$ cat src/rtl/multicycle_ctrl.sv
// Multicycle IF/ID/EXE/MEM/WB sequencer for the 16-bit RISC datapath; owns IR and PSW (C/Z/N).
// Latency 3 cycles (CMP/B), 4 (ALU/LLI/LHI/STR), 5 (LDR) at full memory speed.
// Backpressure: MemReady=0 holds IF or MEM one extra cycle each time.
module multicycle_ctrl (
   input  logic        clk,
   input  logic        Reset,
   input  logic [15:0] MemIns,
   input  logic        MemReady,
   input  logic        C,
   input  logic        Z,
   input  logic        N,
   output logic [10:0] Ins,
   output logic        WBRF,
   output logic        WBresource,
   output logic        RBresource,
   output logic        OprandB,
   output logic        LI,
   output logic        Buff_IDEXE,
   output logic        ALUop,
   output logic        Flag,
   output logic        PSW_C,
   output logic        IRWrite,
   output logic        PCWrite,
   output logic        PCsrc,
   output logic        MemRead,
   output logic        MemWrite,
   output logic        Illegal,
   output logic        Halted
);

   typedef enum logic [2:0] {S_IF, S_ID, S_EXE, S_MEM, S_WB, S_HALT} state_t;

   localparam logic [4:0] OP_ALU  = 5'b00000;
   localparam logic [4:0] OP_ALUI = 5'b00001;
   localparam logic [4:0] OP_LLI  = 5'b00010;
   localparam logic [4:0] OP_LHI  = 5'b00011;
   localparam logic [4:0] OP_LDR  = 5'b00100;
   localparam logic [4:0] OP_STR  = 5'b00101;
   localparam logic [4:0] OP_CMP  = 5'b00110;
   localparam logic [4:0] OP_B    = 5'b11000;
   localparam logic [4:0] OP_HALT = 5'b11111;

   state_t      state_q, state_d;
   logic [15:0] ir_q, ir_d;
   logic [2:0]  psw_q, psw_d;   // {C, Z, N}

   logic [4:0] op;
   logic is_alu, is_cmp, is_ldr, is_str, is_lhi, is_b, is_halt, legal, br_take;

   logic wbrf_c, wbres_c, rbres_c, oprb_c, li_c, buf_c, aluop_c, flag_c;
   logic irw_c, pcw_c, pcsrc_c, mrd_c, mwr_c, ill_c, halt_c;

   always_ff @(posedge clk) begin
      if (!Reset) begin
         state_q <= S_IF;
         ir_q    <= '0;
         psw_q   <= '0;
      end else begin
         state_q <= state_d;
         ir_q    <= ir_d;
         psw_q   <= psw_d;
      end
   end

   assign op      = ir_q[15:11];
   assign is_alu  = (op == OP_ALU) || (op == OP_ALUI);
   assign is_cmp  = (op == OP_CMP);
   assign is_ldr  = (op == OP_LDR);
   assign is_str  = (op == OP_STR);
   assign is_lhi  = (op == OP_LHI);
   assign is_b    = (op == OP_B);
   assign is_halt = (op == OP_HALT);
   assign legal   = is_alu || is_cmp || is_ldr || is_str || is_lhi || is_b || is_halt
                    || (op == OP_LLI);

   // Branch condition uses the stored PSW, never the live ALU flags.
   always_comb begin
      br_take = 1'b0;
      case (ir_q[10:8])
         3'd0:    br_take = 1'b1;
         3'd1:    br_take = psw_q[1];
         3'd2:    br_take = !psw_q[1];
         3'd3:    br_take = psw_q[2];
         3'd4:    br_take = !psw_q[2];
         3'd5:    br_take = psw_q[0];
         3'd6:    br_take = !psw_q[0];
         default: br_take = 1'b0;
      endcase
   end

   always_comb begin
      state_d = state_q;
      ir_d    = ir_q;
      psw_d   = psw_q;
      wbrf_c  = 1'b0;
      wbres_c = 1'b0;
      rbres_c = 1'b0;
      oprb_c  = 1'b0;
      li_c    = 1'b0;
      buf_c   = 1'b0;
      aluop_c = 1'b0;
      flag_c  = 1'b0;
      irw_c   = 1'b0;
      pcw_c   = 1'b0;
      pcsrc_c = 1'b0;
      mrd_c   = 1'b0;
      mwr_c   = 1'b0;
      ill_c   = 1'b0;
      halt_c  = 1'b0;
      case (state_q)
         S_IF: begin
            mrd_c = 1'b1;
            if (MemReady) begin
               irw_c   = 1'b1;
               pcw_c   = 1'b1;
               ir_d    = MemIns;
               state_d = S_ID;
            end
         end
         S_ID: begin
            buf_c   = 1'b1;
            rbres_c = is_lhi || is_ldr || is_str;
            oprb_c  = (op == OP_ALUI);
            li_c    = is_lhi;
            if (!legal) begin
               ill_c   = 1'b1;
               state_d = S_IF;
            end else if (is_halt) begin
               state_d = S_HALT;
            end else begin
               state_d = S_EXE;
            end
         end
         S_EXE: begin
            if (is_alu) begin
               aluop_c = ir_q[1];
               flag_c  = ir_q[0];
            end else if (is_cmp) begin
               aluop_c = 1'b1;
            end
            if (is_alu || is_cmp) begin
               psw_d = {C, Z, N};
            end
            if (is_b && br_take) begin
               pcw_c   = 1'b1;
               pcsrc_c = 1'b1;
            end
            if (is_ldr || is_str)     state_d = S_MEM;
            else if (is_cmp || is_b)  state_d = S_IF;
            else                      state_d = S_WB;
         end
         S_MEM: begin
            mrd_c = is_ldr;
            mwr_c = is_str;
            if (MemReady) begin
               state_d = is_ldr ? S_WB : S_IF;
            end
         end
         S_WB: begin
            wbrf_c  = 1'b1;
            wbres_c = is_ldr;
            state_d = S_IF;
         end
         S_HALT: begin
            halt_c = 1'b1;
         end
         default: state_d = S_IF;
      endcase
   end

   // Reset low masks every output combinationally, including mid-instruction strobes.
   assign Ins        = Reset ? ir_q[10:0] : 11'd0;
   assign PSW_C      = Reset & psw_q[2];
   assign WBRF       = Reset & wbrf_c;
   assign WBresource = Reset & wbres_c;
   assign RBresource = Reset & rbres_c;
   assign OprandB    = Reset & oprb_c;
   assign LI         = Reset & li_c;
   assign Buff_IDEXE = Reset & buf_c;
   assign ALUop      = Reset & aluop_c;
   assign Flag       = Reset & flag_c;
   assign IRWrite    = Reset & irw_c;
   assign PCWrite    = Reset & pcw_c;
   assign PCsrc      = Reset & pcsrc_c;
   assign MemRead    = Reset & mrd_c;
   assign MemWrite   = Reset & mwr_c;
   assign Illegal    = Reset & ill_c;
   assign Halted     = Reset & halt_c;

endmodule

$ cat config.mk
export PLATFORM = sky130hd
export DESIGN_NAME = multicycle_ctrl
export DESIGN_NICKNAME = d
export VERILOG_FILES = /design/src/rtl/multicycle_ctrl.sv
export SDC_FILE = /design/constraint.sdc
export NUM_CORES = 1
export LEC_CHECK = 0
export ABC_AREA = 1
export CAP_MARGIN = 5
export CORE_MARGIN = 2
export CORE_UTILIZATION = 38
export DETAILED_ROUTE_END_ITERATION = 12
export PLACE_DENSITY = 0.75
export SLEW_MARGIN = 20
export SYNTH_ARGS = -nofsm -noshare
export SYNTH_HDL_FRONTEND = slang
export SYNTH_SLANG_ARGS = --single-unit
$ cat constraint.sdc
create_clock -name clk -period 1.5 [get_ports clk]
set_clock_uncertainty 0.15 [all_clocks]
set_input_delay 0.45 -clock clk [delete_from_list [all_inputs] [get_ports clk]]
set_output_delay 0.45 -clock clk [all_outputs]
set_load 0.005 [all_outputs]
[Yosys cells after proc, flatten, opt, wreduce, memory -nomap -nowiden]
Index checks and enable logic that the tools add are counted.
Word-level totals
  register bits: 22
  input port bits: 22
  output and inout port bits: 27
  word-level logic and storage cells: 94
Operators by class
  eq/ne operators: 21
  mux-type cells: 31
  bitwise logic cells: 17
  reductions and logical operators: 22
Operator list (number)
  $mux 3: 7
  $mux 1: 19
  $and 1x1->1: 16
  $eq 3x3->1 const B: 5
  $eq 5x3->1 const B: 3
  $pmux 3 s5: 1
  $eq 3x2->1 const B: 4
  $logic_or 1x1->1: 12
  $mux 11: 1
  $eq 5x2->1 const B: 2
  $eq 5x5->1 const B: 2
  $pmux 1 s7: 1
  $eq 3x1->1 const B: 2
  $logic_not 3->1: 2
  $eq 5x1->1 const B: 1
  $logic_not 5->1: 1
  $ne 2x2->1 const B: 2
  $pmux 1 s2: 2
  $reduce_and 2->1: 2
  $logic_not 1->1: 3
  $reduce_and 3->1: 1
  $logic_and 1x1->1: 1
  $not 1->1: 1

[Longest topological paths before layout]
  depth in word-level cells: 12
  depth in mapped cells: 10
  mapped depth without buffers: 10

[Worst setup path after synthesis]
OpenSTA, ideal clock, no wires.
  path kind: register to output
  start point: register state_q[0]
  end point: output port Illegal
  arrival: 1.031 ns
  path slack: -0.131 ns
  stages on the path, launching flop included: 7
  path through: dfxtp_1 -> inv_2 -> nor3_2 -> inv_2 -> nor2_4 -> inv_1 -> nor2_1
On the way
  cells in the longest elaborated chain, start to end: 3
Ends and longest elaborated chain
  from (decl): line 43  | state_t state_q, state_d;
  from (signal assigned): line 59  | state_q <= state_d;
  $eq 3x1->1: line 110  | case (state_q)
  $mux 1: line 110
  $and 1x1->1: line 187  | assign Illegal = Reset & ill_c;
  to (decl): line 27  | output logic Illegal,
No other way between the ends.

[Worst setup path in the final report]
  start point: register ir_q[9]
  end point: output port PCWrite
On the way
  cells in the longest elaborated chain, start to end: 6
Ends and longest elaborated chain
  from (decl): line 44  | logic [15:0] ir_q, ir_d;
  from (signal assigned): line 60  | ir_q <= ir_d;
  $eq 3x3->1, or another cell as far along: line 79  | case (ir_q[10:8])
  $pmux 1 s7 *: line 79
  $logic_and 1x1->1 *: line 144  | if (is_b && br_take) begin
  $mux 1 *: line 144
  $pmux 1 s2 *: line 110
  $and 1x1->1 *: line 183  | assign PCWrite = Reset & pcw_c;
  to (decl): line 23  | output logic PCWrite,
Every way passes the cells marked *; elsewhere a longest branch is shown, timed or not.

==> impl_metrics.ini <==
[worst_setup_path]
critPathMostFrequentCell = nand2_1
r2r_cells = 12
slowest_stage = dfxtp_2
critPathMaxStageDelay_ns = 0.38
worstPathCellList = inv_1, nand2_1, o211ai_1, nand2_1, nand2_1, nand4_1, buf_4, nand2_2, buf_6
path_class = reg -> out
cp-end-kind = primary output
critPathCapture = PCWrite
cp.required_ns = 0.90
r2r-end = state_q[1]
crit_fanout = 4
startpoint = ir_q[9]
crit_arrival_ns = 1.85
r2r-start = ir_q[12]
r2r_setup_slack_ns = -0.23
cp-start-kind = flip-flop

[synthesis]
synthMuxAreaShare = 0
synthSimpleGateAreaFrac = 0.371
synth_top_family_by_area = simple AND/OR/NAND/NOR gates
avgSynthCellArea_um2 = 6.43
synthXorXnorAreaFrac = 0
synth_fp_nets = 211
syn_inst = 189
synthAdderAreaFrac = 0
synth-seq-area-share = 0.362
synth_edf_count = 0
synth_async_sr_flop_share = 0
synth_compound_area_frac = 0.142
ys.flop_type = dfxtp_1
ys_warn_count = 0
synth_area_um2 = 1220
synth.distinct_cells = 26
synth-seq-cells = 22

[pwr]
power_frac_clock = 0.140
seqPwrFrac = 0.316
ir_worst_vdd_mv = 0.717
power_mw = 2.63
p_leak_nw = 1.44
p_int_mw = 1.55
comb_power_share = 0.544
switching_power_mw = 1.08
sw_frac_of_total = 0.412
power_density_nw_per_um2 = 908

[hold_path]
hp-class = reg -> reg

[final_layout]
nets = 336
fin_cells = 357
final_common_cell = buf_4
drive_gt1_frac = 0.681
final_cell_mix = buf_4 (40), buf_6 (39), nor2_1 (20)
areaGrowthSynthToFinish_pct = 138
final_util = 0.949
insertedDiodeCount = 0

[sta]
hold_slack_ns = 0.355
fin_crit_sh = 1.64
setup_slack_ns = -0.953
tns_ns = -14.40
slew_viol_final = 0
worstMarginPinSlew_ns = 0.280
relSlewSlack = 0.813
hold_viol = 0
min_period_ns = 2.45
setup_viol = 46
rsz0062_at_grt = yes
clock.fmax_mhz = 408

[place]
dp_hpwl_mm = 2.85
place_congestion = 0.939
io_buffers = 48
dp_cells = 315

[global_routing]
grt_usage = 0.334
grt_max_degree = 21
grt_pass1_wl_mm = 9.08
grt.overflow.total = 0
antenna_found_initial = 0
grt_pass1_vias = 1847

[detailed_routing]
vias = 2043
drtAntennaViolNets = 0
firstDrtPassIters = 6
initialDrtViolationCount = 280
vias_per_cell = 5.72
wl_per_cell_um = 21.9
drcViolationCount = 0
routed_wl_mm = 7.82

[clocking]
cts.sinks = 22
cts_tree = built
cts_root_buf = clkbuf_4
cts_max_path_buffers = 2
path_clk_slew_ns = 0.14
hold_buffers = 0
htree_levels = 1
cts_made_buffers = 3
clk_latency_ns = 0.34

[floorplan]
ioPinCount = 49
num_rows = 20
start_util = 0.398
die_h_um = 60.6
die_x_um = 60.6
core_um2 = 3050
dieArea_um2 = 3670

[run_status]
violations = negative setup slack
outcome = complete, but fails checks

[flow_run]
max_cap_viol_count = 0
stage by stage:
stage / setup slack [ns] / area, um2
6_report: -0.953 / 2900
5_1_grt: -0.980 / 2900
4_1_cts: -0.566 / 2620
3_5_place_dp: -1.18 / 2090
3_3_place_gp: -1.14 / 2090
2_1_floorplan: -0.0882 / 1280
timing repair:
action                                  in CTS  in global routing
endpoints found under the setup margin      46                 48
gates resized for setup                    208                 88
setup buffers                               39                 19
pin swaps                                   30                 34
endpoints found under the hold margin        0                  0
synthesized netlist by cell type, types with 2 or more instances:
master,n,area share
nor2_2,3,0.015
clkbuf_1,2,0.0062
nor3_1,3,0.012
nand2_1,38,0.12
a21oi_2,2,0.014
nor2_1,33,0.10
nand4_1,3,0.015
dfxtp_1,22,0.36
o21ai_0,9,0.037
nand3_1,12,0.049
inv_2,5,0.015
inv_1,27,0.083
a21oi_1,17,0.070
how the worst min path moves through the flow:
| stage | start | to | slack, ns | cells past startpoint |
|---|---|---|---|---|
| final | ir_q[7] | ir_q[7] | 0.35 | 2 |
| after global routing | ir_q[7] | ir_q[7] | 0.37 | 2 |
| after detailed placement | ir_q[6] | ir_q[6] | 0.31 | 2 |
| after global placement | ir_q[7] | ir_q[7] | 0.31 | 2 |
| after floorplan | ir_q[0] | ir_q[0] | 0.29 | 2 |
| after CTS | ir_q[5] | ir_q[5] | 0.32 | 2 |
critical path, delay by kind of cell, from the launching register on:
family	cells	cell delay [ns]
simple gates	5	0.53
buf+inv	3	0.46
flops	1	0.38
compound gates	1	0.15
power by group through the flow:
| stage | clock (mW) | combinational (mW) | sequential, mW |
|---|---|---|---|
| after floorplan | 0 | 0.393 | 0.760 |
| after global placement | 0 | 0.798 | 0.759 |
| after detailed placement | 0 | 0.811 | 0.763 |
| after CTS | 0.330 | 1.10 | 0.780 |
| after global routing | 0.391 | 1.48 | 0.837 |
| final | 0.368 | 1.43 | 0.832 |
cell families after synthesis:
kind of cell           count (synthesis)
and+or+nand+nor                       99
AOI/OAI and AO/OA                     31
DFF                                   22
buffers and inverters                 37
cell type report:
class                      instances  area (um2)
clock buffer                       4        36.3
fill                              91         156
inverter                          32         141
multi-input combinational        130        1010
sequential                        22         473
tap                               44        55.1
timing repair buffer             125        1180
registers in the layout (all words and copies together) (netlist names):
| signal | count |
|---|---|
| ir_q | 16 |
| state_q | 3 |
| psw_q | 3 |
routing by layer:
metal | track usage | vias up | wire length, um
met5 | 0 | - | 0
met3 | 0.0682 | 53 | 707
met1 | 0.402 | 982 | 2820
met4 | 0.0994 | 0 | 438
li1 | - | 849 | -
met2 | 0.596 | 159 | 3850
Power figures use the tool's default switching activity.
